===== src/rtl/sdram_burst_arbiter.sv =====
// ---------------------------------------------------------------------------
// sdram_burst_arbiter
// Shares the single SDRAM controller burst port between two requesters
// (channel 0: SD-card BMP loader, channel 1: OV5640 frame writer/reader)
// using round-robin arbitration. Within a channel, write beats read.
// Zero-length requests are answered locally with a finish pulse and are
// never forwarded. A watchdog raises a sticky flag on stalled bursts.
//
// Ports:
//   clk, rst_n            clock, asynchronous active-low reset
//   ch_en[1:0]            per-channel enable for new requests
//   cN_*_burst_req/len/addr, cN_wr_burst_data   requester side inputs
//   cN_wr_burst_data_req, cN_*_burst_finish, cN_rd_burst_data_valid
//                         handshakes routed to the granted channel
//   rd_burst_data_out     read data broadcast to both channels
//   rd/wr_burst_req/len/addr, wr_burst_data     master port to controller
//   wr_burst_data_req, *_burst_finish, rd_burst_data_valid, rd_burst_data
//                         controller handshake inputs
//   grant[1:0]            one-hot owner of the current burst
//   busy                  high in GRANT and BURST
//   timeout_err           sticky watchdog flag
// ---------------------------------------------------------------------------
module sdram_burst_arbiter #(
    parameter logic [15:0] TIMEOUT_CYCLES = 16'd4095
) (
    input  logic        clk,
    input  logic        rst_n,
    input  logic [1:0]  ch_en,
    input  logic        c0_rd_burst_req,
    input  logic        c0_wr_burst_req,
    input  logic [9:0]  c0_rd_burst_len,
    input  logic [9:0]  c0_wr_burst_len,
    input  logic [23:0] c0_rd_burst_addr,
    input  logic [23:0] c0_wr_burst_addr,
    input  logic [15:0] c0_wr_burst_data,
    output logic        c0_wr_burst_data_req,
    output logic        c0_wr_burst_finish,
    output logic        c0_rd_burst_finish,
    output logic        c0_rd_burst_data_valid,
    input  logic        c1_rd_burst_req,
    input  logic        c1_wr_burst_req,
    input  logic [9:0]  c1_rd_burst_len,
    input  logic [9:0]  c1_wr_burst_len,
    input  logic [23:0] c1_rd_burst_addr,
    input  logic [23:0] c1_wr_burst_addr,
    input  logic [15:0] c1_wr_burst_data,
    output logic        c1_wr_burst_data_req,
    output logic        c1_wr_burst_finish,
    output logic        c1_rd_burst_finish,
    output logic        c1_rd_burst_data_valid,
    output logic [15:0] rd_burst_data_out,
    output logic        rd_burst_req,
    output logic        wr_burst_req,
    output logic [9:0]  rd_burst_len,
    output logic [9:0]  wr_burst_len,
    output logic [23:0] rd_burst_addr,
    output logic [23:0] wr_burst_addr,
    output logic [15:0] wr_burst_data,
    input  logic        wr_burst_data_req,
    input  logic        wr_burst_finish,
    input  logic        rd_burst_finish,
    input  logic        rd_burst_data_valid,
    input  logic [15:0] rd_burst_data,
    output logic [1:0]  grant,
    output logic        busy,
    output logic        timeout_err
);

    typedef enum logic [1:0] {IDLE = 2'd0, GRANT = 2'd1, BURST = 2'd2, DONE = 2'd3} state_t;

    state_t      r_state;
    state_t      w_next_state;

    logic [1:0]  r_grant;
    logic        r_sel;
    logic        r_is_wr;
    logic        r_zero;
    logic        r_local_finish;
    logic        r_last_served;
    logic [9:0]  r_len;
    logic [23:0] r_addr;
    logic        r_rd_req;
    logic        r_wr_req;
    logic [9:0]  r_rd_len;
    logic [9:0]  r_wr_len;
    logic [23:0] r_rd_addr;
    logic [23:0] r_wr_addr;
    logic [15:0] r_wd_cnt;
    logic        r_timeout_err;

    logic        w_elig0;
    logic        w_elig1;
    logic        w_any;
    logic        w_pick;
    logic        w_pick_wr;
    logic [9:0]  w_pick_len;
    logic [23:0] w_pick_addr;
    logic        w_burst_done;
    logic [15:0] w_wd_next;

    // Channel selection: on a tie the channel that was not served last wins;
    // inside the winning channel a pending write beats a pending read.
    always_comb begin
        w_elig0 = ch_en[0] & (c0_rd_burst_req | c0_wr_burst_req);
        w_elig1 = ch_en[1] & (c1_rd_burst_req | c1_wr_burst_req);
        w_any   = w_elig0 | w_elig1;
        w_pick  = (w_elig0 && w_elig1) ? ~r_last_served : w_elig1;
        if (w_pick) begin
            w_pick_wr   = c1_wr_burst_req;
            w_pick_len  = c1_wr_burst_req ? c1_wr_burst_len  : c1_rd_burst_len;
            w_pick_addr = c1_wr_burst_req ? c1_wr_burst_addr : c1_rd_burst_addr;
        end else begin
            w_pick_wr   = c0_wr_burst_req;
            w_pick_len  = c0_wr_burst_req ? c0_wr_burst_len  : c0_rd_burst_len;
            w_pick_addr = c0_wr_burst_req ? c0_wr_burst_addr : c0_rd_burst_addr;
        end
        w_burst_done = (r_state == BURST) && (r_is_wr ? wr_burst_finish : rd_burst_finish);
        w_wd_next    = (r_wd_cnt == 16'hFFFF) ? r_wd_cnt : r_wd_cnt + 16'd1;
    end

    always_ff @(posedge clk or negedge rst_n) begin
        if (!rst_n) r_state <= IDLE;
        else        r_state <= w_next_state;
    end

    // Zero-length grants skip BURST and spend their GRANT cycle emitting
    // the local finish pulse instead.
    always_comb begin
        w_next_state = r_state;
        case (r_state)
            IDLE:    if (w_any) w_next_state = GRANT;
            GRANT:   w_next_state = r_zero ? DONE : BURST;
            BURST:   if (w_burst_done) w_next_state = DONE;
            DONE:    w_next_state = IDLE;
            default: w_next_state = IDLE;
        endcase
    end

    // Handshake routing is purely combinational and only live during BURST,
    // so a stray finish outside a burst never reaches a requester.
    always_comb begin
        c0_wr_burst_data_req   = 1'b0;
        c1_wr_burst_data_req   = 1'b0;
        c0_wr_burst_finish     = 1'b0;
        c1_wr_burst_finish     = 1'b0;
        c0_rd_burst_finish     = 1'b0;
        c1_rd_burst_finish     = 1'b0;
        c0_rd_burst_data_valid = 1'b0;
        c1_rd_burst_data_valid = 1'b0;
        wr_burst_data          = 16'd0;
        busy                   = (r_state == GRANT) || (r_state == BURST);
        if (r_grant[0])      wr_burst_data = c0_wr_burst_data;
        else if (r_grant[1]) wr_burst_data = c1_wr_burst_data;
        if (r_state == BURST) begin
            if (r_is_wr) begin
                c0_wr_burst_data_req = r_grant[0] & wr_burst_data_req;
                c1_wr_burst_data_req = r_grant[1] & wr_burst_data_req;
                c0_wr_burst_finish   = r_grant[0] & wr_burst_finish;
                c1_wr_burst_finish   = r_grant[1] & wr_burst_finish;
            end else begin
                c0_rd_burst_data_valid = r_grant[0] & rd_burst_data_valid;
                c1_rd_burst_data_valid = r_grant[1] & rd_burst_data_valid;
                c0_rd_burst_finish     = r_grant[0] & rd_burst_finish;
                c1_rd_burst_finish     = r_grant[1] & rd_burst_finish;
            end
        end
        if (r_local_finish) begin
            if (r_is_wr) begin
                c0_wr_burst_finish = c0_wr_burst_finish | r_grant[0];
                c1_wr_burst_finish = c1_wr_burst_finish | r_grant[1];
            end else begin
                c0_rd_burst_finish = c0_rd_burst_finish | r_grant[0];
                c1_rd_burst_finish = c1_rd_burst_finish | r_grant[1];
            end
        end
    end

    // Datapath registers. Master len/addr of the idle direction keep their
    // last value; only the selected direction is reloaded in GRANT.
    always_ff @(posedge clk or negedge rst_n) begin
        if (!rst_n) begin
            r_grant        <= 2'b00;
            r_sel          <= 1'b0;
            r_is_wr        <= 1'b0;
            r_zero         <= 1'b0;
            r_local_finish <= 1'b0;
            r_last_served  <= 1'b1;
            r_len          <= 10'd0;
            r_addr         <= 24'd0;
            r_rd_req       <= 1'b0;
            r_wr_req       <= 1'b0;
            r_rd_len       <= 10'd0;
            r_wr_len       <= 10'd0;
            r_rd_addr      <= 24'd0;
            r_wr_addr      <= 24'd0;
            r_wd_cnt       <= 16'd0;
            r_timeout_err  <= 1'b0;
        end else begin
            case (r_state)
                IDLE: begin
                    if (w_any) begin
                        r_sel          <= w_pick;
                        r_grant        <= w_pick ? 2'b10 : 2'b01;
                        r_is_wr        <= w_pick_wr;
                        r_len          <= w_pick_len;
                        r_addr         <= w_pick_addr;
                        r_zero         <= (w_pick_len == 10'd0);
                        r_local_finish <= (w_pick_len == 10'd0);
                    end
                end
                GRANT: begin
                    r_local_finish <= 1'b0;
                    r_wd_cnt       <= 16'd0;
                    if (r_zero) begin
                        r_last_served <= r_sel;
                    end else if (r_is_wr) begin
                        r_wr_req  <= 1'b1;
                        r_wr_len  <= r_len;
                        r_wr_addr <= r_addr;
                    end else begin
                        r_rd_req  <= 1'b1;
                        r_rd_len  <= r_len;
                        r_rd_addr <= r_addr;
                    end
                end
                BURST: begin
                    // The watchdog only reports; the controller cannot be
                    // interrupted, so the burst keeps waiting for finish.
                    r_wd_cnt <= w_wd_next;
                    if (w_wd_next == TIMEOUT_CYCLES) r_timeout_err <= 1'b1;
                    if (w_burst_done) begin
                        r_wr_req      <= 1'b0;
                        r_rd_req      <= 1'b0;
                        r_last_served <= r_sel;
                    end
                end
                DONE: begin
                    r_grant <= 2'b00;
                end
                default: ;
            endcase
        end
    end

    assign rd_burst_data_out = rd_burst_data;
    assign rd_burst_req      = r_rd_req;
    assign wr_burst_req      = r_wr_req;
    assign rd_burst_len      = r_rd_len;
    assign wr_burst_len      = r_wr_len;
    assign rd_burst_addr     = r_rd_addr;
    assign wr_burst_addr     = r_wr_addr;
    assign grant             = r_grant;
    assign timeout_err       = r_timeout_err;

endmodule


===== config.mk =====
export PLATFORM = sky130hd
export DESIGN_NAME = sdram_burst_arbiter
export DESIGN_NICKNAME = d
export VERILOG_FILES = /design/src/rtl/sdram_burst_arbiter.sv
export SDC_FILE = /design/constraint.sdc
export NUM_CORES = 1
export LEC_CHECK = 0
export ABC_CLOCK_PERIOD_IN_PS = 3600
export CORE_ASPECT_RATIO = 1.1
export CORE_MARGIN = 8
export CORE_UTILIZATION = 45
export DETAILED_ROUTE_END_ITERATION = 16
export PLACE_DENSITY_LB_ADDON = 0.1
export SKIP_LAST_GASP = 1
export SYNTH_ARGS = -nofsm -noshare
export SYNTH_HDL_FRONTEND = slang
export SYNTH_SLANG_ARGS = --single-unit

===== constraint.sdc =====
create_clock -name clk -period 3.6 [get_ports clk]
set_input_delay 0.54 -clock clk [delete_from_list [all_inputs] [get_ports clk]]
set_output_delay 0.54 -clock clk [all_outputs]
set_load 0.05 [all_outputs]

==> results of run 1 <==
[worst register-to-register path: stages, from the launching register on]
cell	delay [ns]
dfrtp_1	0.44
ha_1	0.29
nand3_2	0.20
nor4_2	0.77
nor3_1	0.18
a311oi_1	0.38
o41ai_2	0.13
[worst max-delay path by stage]
stage | startpoint | to | slack (ns) | cells after the start
after floorplan | grant[0] | wr_burst_data[14] | 1.10 | 2
final | r_state[0] | c0_rd_burst_finish | 0.63 | 6
after global routing | r_state[0] | c1_wr_burst_finish | 0.50 | 6
after global placement | ch_en[1] | r_addr[1] | 0.90 | 5
after detailed placement | ch_en[1] | r_addr[20] | 0.80 | 5
after CTS | r_state[0] | c0_rd_burst_finish | 0.62 | 6
[registers in the layout (all words and copies together), names as in the netlist]
| name | cells |
|---|---|
| r_addr | 24 |
| rd_burst_addr | 24 |
| wr_burst_addr | 24 |
| r_wd_cnt | 16 |
| r_len | 10 |
| rd_burst_len | 10 |
| wr_burst_len | 10 |
| grant | 2 |
| r_state | 2 |
| r_is_wr | 1 |
| r_last_served | 1 |
| r_local_finish | 1 |
| r_sel | 1 |
| r_zero | 1 |
| rd_burst_req | 1 |
| timeout_err | 1 |
| wr_burst_req | 1 |
[cell families (layout without fill, tap and decap cells)]
kind of cell    after synthesis  after routing  share of synthesized area (%)
compound gates              128            128                           13.4
xor+xnor                      1              1                          0.128
mux                         145            145                           22.6
fa+ha+maj                     6              6                           1.09
flops                       130            130                           47.5
simple gates                144            144                           10.3
buf+inv                      70            334                           4.96
[stage by stage]
stage	hold slack, ns	util (%)	setup WS [ns]
finish	0.187	68.7	0.629
CTS	0.273	68.7	0.619
detailed placement	0.451	64.6	0.799
floorplan	0.244	-	1.10
global route	0.278	68.7	0.501
global placement	0.450	64.6	0.904
[cells in the final DEF, fill, tap and decap left out, types with 4 or more instances in the layout]
master and n:
nand2_1 68, a21oi_1 13, dfrtp_1 129, buf_4 11, nor2_1 19, inv_1 14, o2bb2ai_1 5, o221ai_1 24
and2_1 4, o22ai_1 5, clkdlybuf4s50_1 274, o21ai_0 34, a21o_1 4, clkbuf_8 4, nand3_1 9, mux2_2 79
nor3_1 6, clkbuf_16 17, nor4_1 11, mux2i_1 66, nand2b_1 4, a211oi_1 4, a22o_1 16, ha_1 6
[power by group]
part           total [mW]  internal (mW)  switching (mW)
logic                4.49           1.71            2.78
clock network        1.77           1.15           0.618
registers            2.47           2.07           0.400
total                8.73           4.93            3.80
[metal layers]
metal	vias up	track usage, %
met5	-	0
met4	0	8.54
met3	43	8.05
met2	219	40.8
met1	2952	25.5
li1	2801	-
[layout make-up]
cell class	instances	share of cell area, %
Clock buffer	22	4.70
Inverter	15	0.547
Multi-Input combinational cell	424	31.8
Sequential cell	130	31.6
Clock inverter	9	1.25
Tap cell	196	2.38
Timing Repair Buffer	288	27.7
==> impl_metrics.tcl, run 1 <==
set metrics [dict create \
    design_area_sq_mm 0.0103 \
    crit_arrival_ns 2.43 \
    clk_pin_slew_worst_paths_ns 0.05 \
    ant_nets 0 \
    drtIter0Drc 329 \
    fin_crit_ns 2.97 \
    ys.flop_type "dfrtp_1" \
    synth.top_cells.by_count "dfrtp_1, mux2_2, nand2_1" \
    area_delta_synth_final_pct 50.2 \
    dr_total_vias 6015 \
    async_flop_share_pct 100 \
    met2_length_um 11800 \
    core_area_sq_mm 0.0150 \
    rr_worst_depth 6 \
    die_x_um 134 \
    grt_pass1_vias 6606 \
    multi_input_area_sq_mm 0.00327 \
    io-pin-count 310 \
    drc_errors 0 \
    critPathRequiredTime_ns 3.06 \
    total_power_mw 8.73 \
    place_congestion 0.887 \
    drive_gt1_share_pct 15.5 \
    tightest_slew_ns 1.00 \
    cts_resized 0 \
    ir_drop_v 0.000493 \
    cp_slowest_stage_delay_ns 0.80 \
    antenna_cells 0 \
    cts_inserted_buffers 17 \
    vias_per_cell 5.55 \
    synth_area_leader_cell "dfrtp_1" \
    yosysUniqueCellTypes 60 \
    drtPass1Iterations 5 \
    finalCritPeriodShare_pct 82.5 \
    fin_worst_skew_ns 0.0110 \
    synth_top_area_share_pct 47.1 \
    stdcell_count 1084 \
    gr-total-overflow 0 \
    dp_cells 1053 \
    yosysWarnings 0 \
    cp_max_fo 5 \
    seqCellArea_sq_mm 0.00325 \
    initial_core_util_pct 45.7 \
    layout.nets 1078 \
    yosysSeqAreaShare_pct 47.5 \
    grt_max_degree 131 \
    outcome "completed" \
    dp_hpwl_um 17200 \
    die_y_um 145 \
    cts_max_level 4 \
    clk_path_buf_depth 2 \
    rows 47 \
    wl_um 22500 \
    r2r_end "timeout_err" \
    p_leak_nw 4.42 \
    fillCellCount 1178 \
    highest_layer "met4" \
    synth_edf_count 0 \
    cp-start-kind "flip-flop" \
    synth_area_per_cell_sq_um 11.0 \
    hold_class "in2async" \
    fin_setup_tns_ns 0 \
    cts.sinks 130 \
    synth-seq-cells 130 \
    cp.buffers_inverters 2 \
    wl_met3_um 1570 \
    drv_slew 0 \
    synth_area_leaders "dfrtp_1, mux2_2, mux2i_1" \
    synth_most_common_cell "dfrtp_1" \
    syn_nets 826 \
    dieArea_sq_mm 0.0194 \
    placedInstanceArea_sq_mm 0.00968 \
    rsz0062_at_grt "false" \
    routedWlPerCell_um 20.8 \
    wl_met1_um 8580 \
    antenna_found_initial 0 \
    tritoncts "done" \
    worstSkewPairLatency_ns 0.42 \
    worstSetupPathType "reg2out" \
    timing.fmax_mhz 337 \
    relSlewSlack_pct 33.0 \
    hold_buffers 0 \
    grt.total_usage_pct 23.3 \
    worstPathCellList "inv_1 > ha_1 > a21oi_1 > nor2_1 > and2_1 > clkdlybuf4s50_1" \
    cpLargestDelayFamily "buffers and inverters" \
    grt_pass1_wl_um 35800 \
    cp-end-kind "primary output" \
    cp_slowest_cell "clkdlybuf4s50_1" \
    maxCapViolCount 0 \
    cts_setup_buffers 0 \
    p_per_area_mw_per_mm2 848 \
    setup_viol 0 \
    r2r-start "r_wd_cnt[0]" \
    hold_viol 0 \
    postSynthCellCount 624 \
    netlist_area_sq_mm 0.00686 \
    r2r_slack_ns 1.09 \
    cts_root_buffer "clkbuf_16" \
    port_buffers 277 \
]
No activity file was read; power rests on OpenSTA's default activity.
==> run 2: changes to the inputs <==
--- a/config.mk
+++ b/config.mk
@@ -5,10 +5,10 @@
 export SDC_FILE = /design/constraint.sdc
 export NUM_CORES = 1
 export LEC_CHECK = 0
-export ABC_CLOCK_PERIOD_IN_PS = 3600
+export ABC_CLOCK_PERIOD_IN_PS = 2600
 export CORE_ASPECT_RATIO = 1.1
 export CORE_MARGIN = 8
-export CORE_UTILIZATION = 45
+export CORE_UTILIZATION = 38
 export DETAILED_ROUTE_END_ITERATION = 16
 export PLACE_DENSITY_LB_ADDON = 0.1
 export SKIP_LAST_GASP = 1
==> constraint.sdc (replaced) <==
create_clock -name clk -period 2.6 [get_ports clk]
set_input_delay 0.39 -clock clk [delete_from_list [all_inputs] [get_ports clk]]
set_output_delay 0.39 -clock clk [all_outputs]
set_load 0.05 [all_outputs]
==> run 2 against run 1 <==
Net effect:
- via count shrank 1.4%
- critical path depth is the same
- worst setup slack lost 0.43 ns
- largest power group unchanged
- clock skew shrank 0.00062 ns
- routed wire length grew 1.3%
- first-iteration DRC count shrank 13%
- count of clock-buffer cells in the layout shrank 3
- critical path type is now reg2reg
- final cell count grew 4.4%
==> impl_metrics.tcl, run 2 (same netlist as run 1, synthesis figures left out) <==
set metrics [dict create \
    outcome "completed" \
    fin_crit_ns 2.40 \
    die_y_um 157 \
    hold_class "reg2reg" \
    critPathRequiredTime_ns 2.92 \
    cp-end-kind "flip-flop" \
    final_common_cell "clkdlybuf4s50_1" \
    p_per_area_mw_per_mm2 1180 \
    clk_path_buf_depth 2 \
    cp_slowest_stage_delay_ns 0.68 \
    grt_pass1_wl_um 34800 \
    fin_worst_skew_ns 0.0104 \
    dr_total_vias 5928 \
    maxCapViolCount 0 \
    cts.sinks 130 \
    gr-total-overflow 0 \
    area_delta_synth_final_pct 55.2 \
    final_cell_mix "clkdlybuf4s50_1, dfrtp_1, mux2_2" \
    fin_setup_tns_ns 0 \
    dp_hpwl_um 17900 \
    die_x_um 144 \
    routedWlPerCell_um 20.1 \
    vias_per_cell 5.24 \
    drc_errors 0 \
    wl_um 22800 \
    hold_viol 0 \
    cp-start-kind "flip-flop" \
    drtPass1Iterations 4 \
    worstPathCellList "ha_1 > nand3_2 > or4_1 > a311oi_1 > a311oi_1 > o41ai_2" \
    grt.total_usage_pct 20.1 \
    r2r_slack_ns 0.20 \
    drive_gt1_share_pct 18.9 \
    antenna_found_initial 0 \
    tightest_slew_ns 0.948 \
    finalCritPeriodShare_pct 92.3 \
    grt_pass1_vias 6457 \
    cts_max_level 4 \
    cts_inserted_buffers 17 \
    cts_root_buffer "clkbuf_16" \
    drv_slew 0 \
    layout.nets 1084 \
    port_buffers 277 \
    core_area_sq_mm 0.0177 \
    dieArea_sq_mm 0.0226 \
    ant_nets 0 \
    clk_pin_slew_worst_paths_ns 0.06 \
    p_leak_nw 4.57 \
    place_congestion 0.877 \
    timing.fmax_mhz 417 \
    initial_core_util_pct 38.8 \
    cp_max_fo 8 \
    worstSetupPathType "reg2reg" \
    cts_resized 0 \
    rows 51 \
    grt_max_degree 41 \
    rsz0062_at_grt "false" \
    antenna_cells 0 \
    stdcell_count 1132 \
    ir_drop_v 0.000581 \
    io-pin-count 310 \
    crit_top_cell "a311oi_1" \
    drtIter0Drc 285 \
    tritoncts "done" \
    setup_viol 0 \
    crit_arrival_ns 2.72 \
    fillCellCount 1448 \
    worstSkewPairLatency_ns 0.42 \
    dp_cells 1100 \
    relSlewSlack_pct 36.8 \
    cp_slowest_cell "or4_1" \
]
run 2: changes by cell type in the layout (fill, tap and decap cells not counted):
| cell | previous run | this run |
|---|---|---|
| clkdlybuf4s50_1 | 274 | 249 |
| buf_12 | 1 | 22 |
| buf_4 | 11 | 20 |
| clkinv_2 | 3 | 0 |
| clkinvlp_4 | 2 | 5 |
| bufinv_16 | 3 | 5 |
| clkbuf_8 | 4 | 2 |
| clkbuf_1 | 1 | 0 |
| dlygate4sd3_1 | 0 | 1 |
| inv_6 | 0 | 1 |
run 2: path summary, 6_finish.rpt:
| check | from | endpoint | depth (start not counted) |
|---|---|---|---|
| max | r_wd_cnt[0] | timeout_err | 6 |
| min | timeout_err | timeout_err | 2 |
| max reg2reg | r_wd_cnt[0] | timeout_err | 6 |
| min reg2reg | timeout_err | timeout_err | 2 |
| max in group asynchronous | rst_n | r_wd_cnt[11] | 3 |
| min in group asynchronous | rst_n | rd_burst_len[2] | 2 |
run 2: final cells by class:
cell class | count | area, sq um | area share, %
Inverter | 15 | 56.3 | 0.529
Timing Repair Buffer | 294 | 3100 | 29.2
Multi-Input combinational cell | 424 | 3270 | 30.7
Clock buffer | 19 | 453 | 4.26
Clock inverter | 12 | 205 | 1.93
Sequential cell | 130 | 3250 | 30.6
Tap cell | 238 | 298 | 2.80
run 2: repair_timing:
action / in CTS / in global routing
endpoints found under the hold margin: 33 / 0
setup buffers: 0 / 0
endpoints found under the setup margin: 0 / 0
hold buffers: 1 / 0
run 2: per-stage QoR:
step / total power, mW / instance area, sq um / hold slack (ns) / util (%) / setup slack [ns]
6_report: 12.5 / 10600 / 0.460 / 60.2 / 0.199
5_1_grt: 13.1 / 10600 / 0.491 / 60.2 / 0.0692
4_1_cts: 12.7 / 10600 / 0.464 / 60.2 / 0.213
3_5_place_dp: 9.96 / 9970 / 0.393 / 56.4 / 0.228
3_3_place_gp: 9.82 / 9970 / 0.389 / 56.4 / 0.271
2_1_floorplan: 7.43 / 6860 / 0.0944 / - / 0.245
run 2: critical path, delay by kind of cell (launching register included):
family	cells	cell delay, ns
compound gates	3	0.71
fa+ha+maj	1	0.27
flops	1	0.44
simple gates	2	0.88
run 2: report_power, final:
part           internal (mW)  switching (mW)
Combinational           2.55            3.93
Sequential              2.86           0.525
Clock                   1.75           0.904
Total                   7.17            5.36
run 2: per-layer routing:
metal / global-route usage (%) / wire [um] / up-vias
met4: 8.07 / 546 / 0
met1: 22.8 / 8950 / 2865
met2: 33.8 / 11600 / 219
met5: 0 / 0 / -
met3: 6.89 / 1730 / 35
li1: - / - / 2809
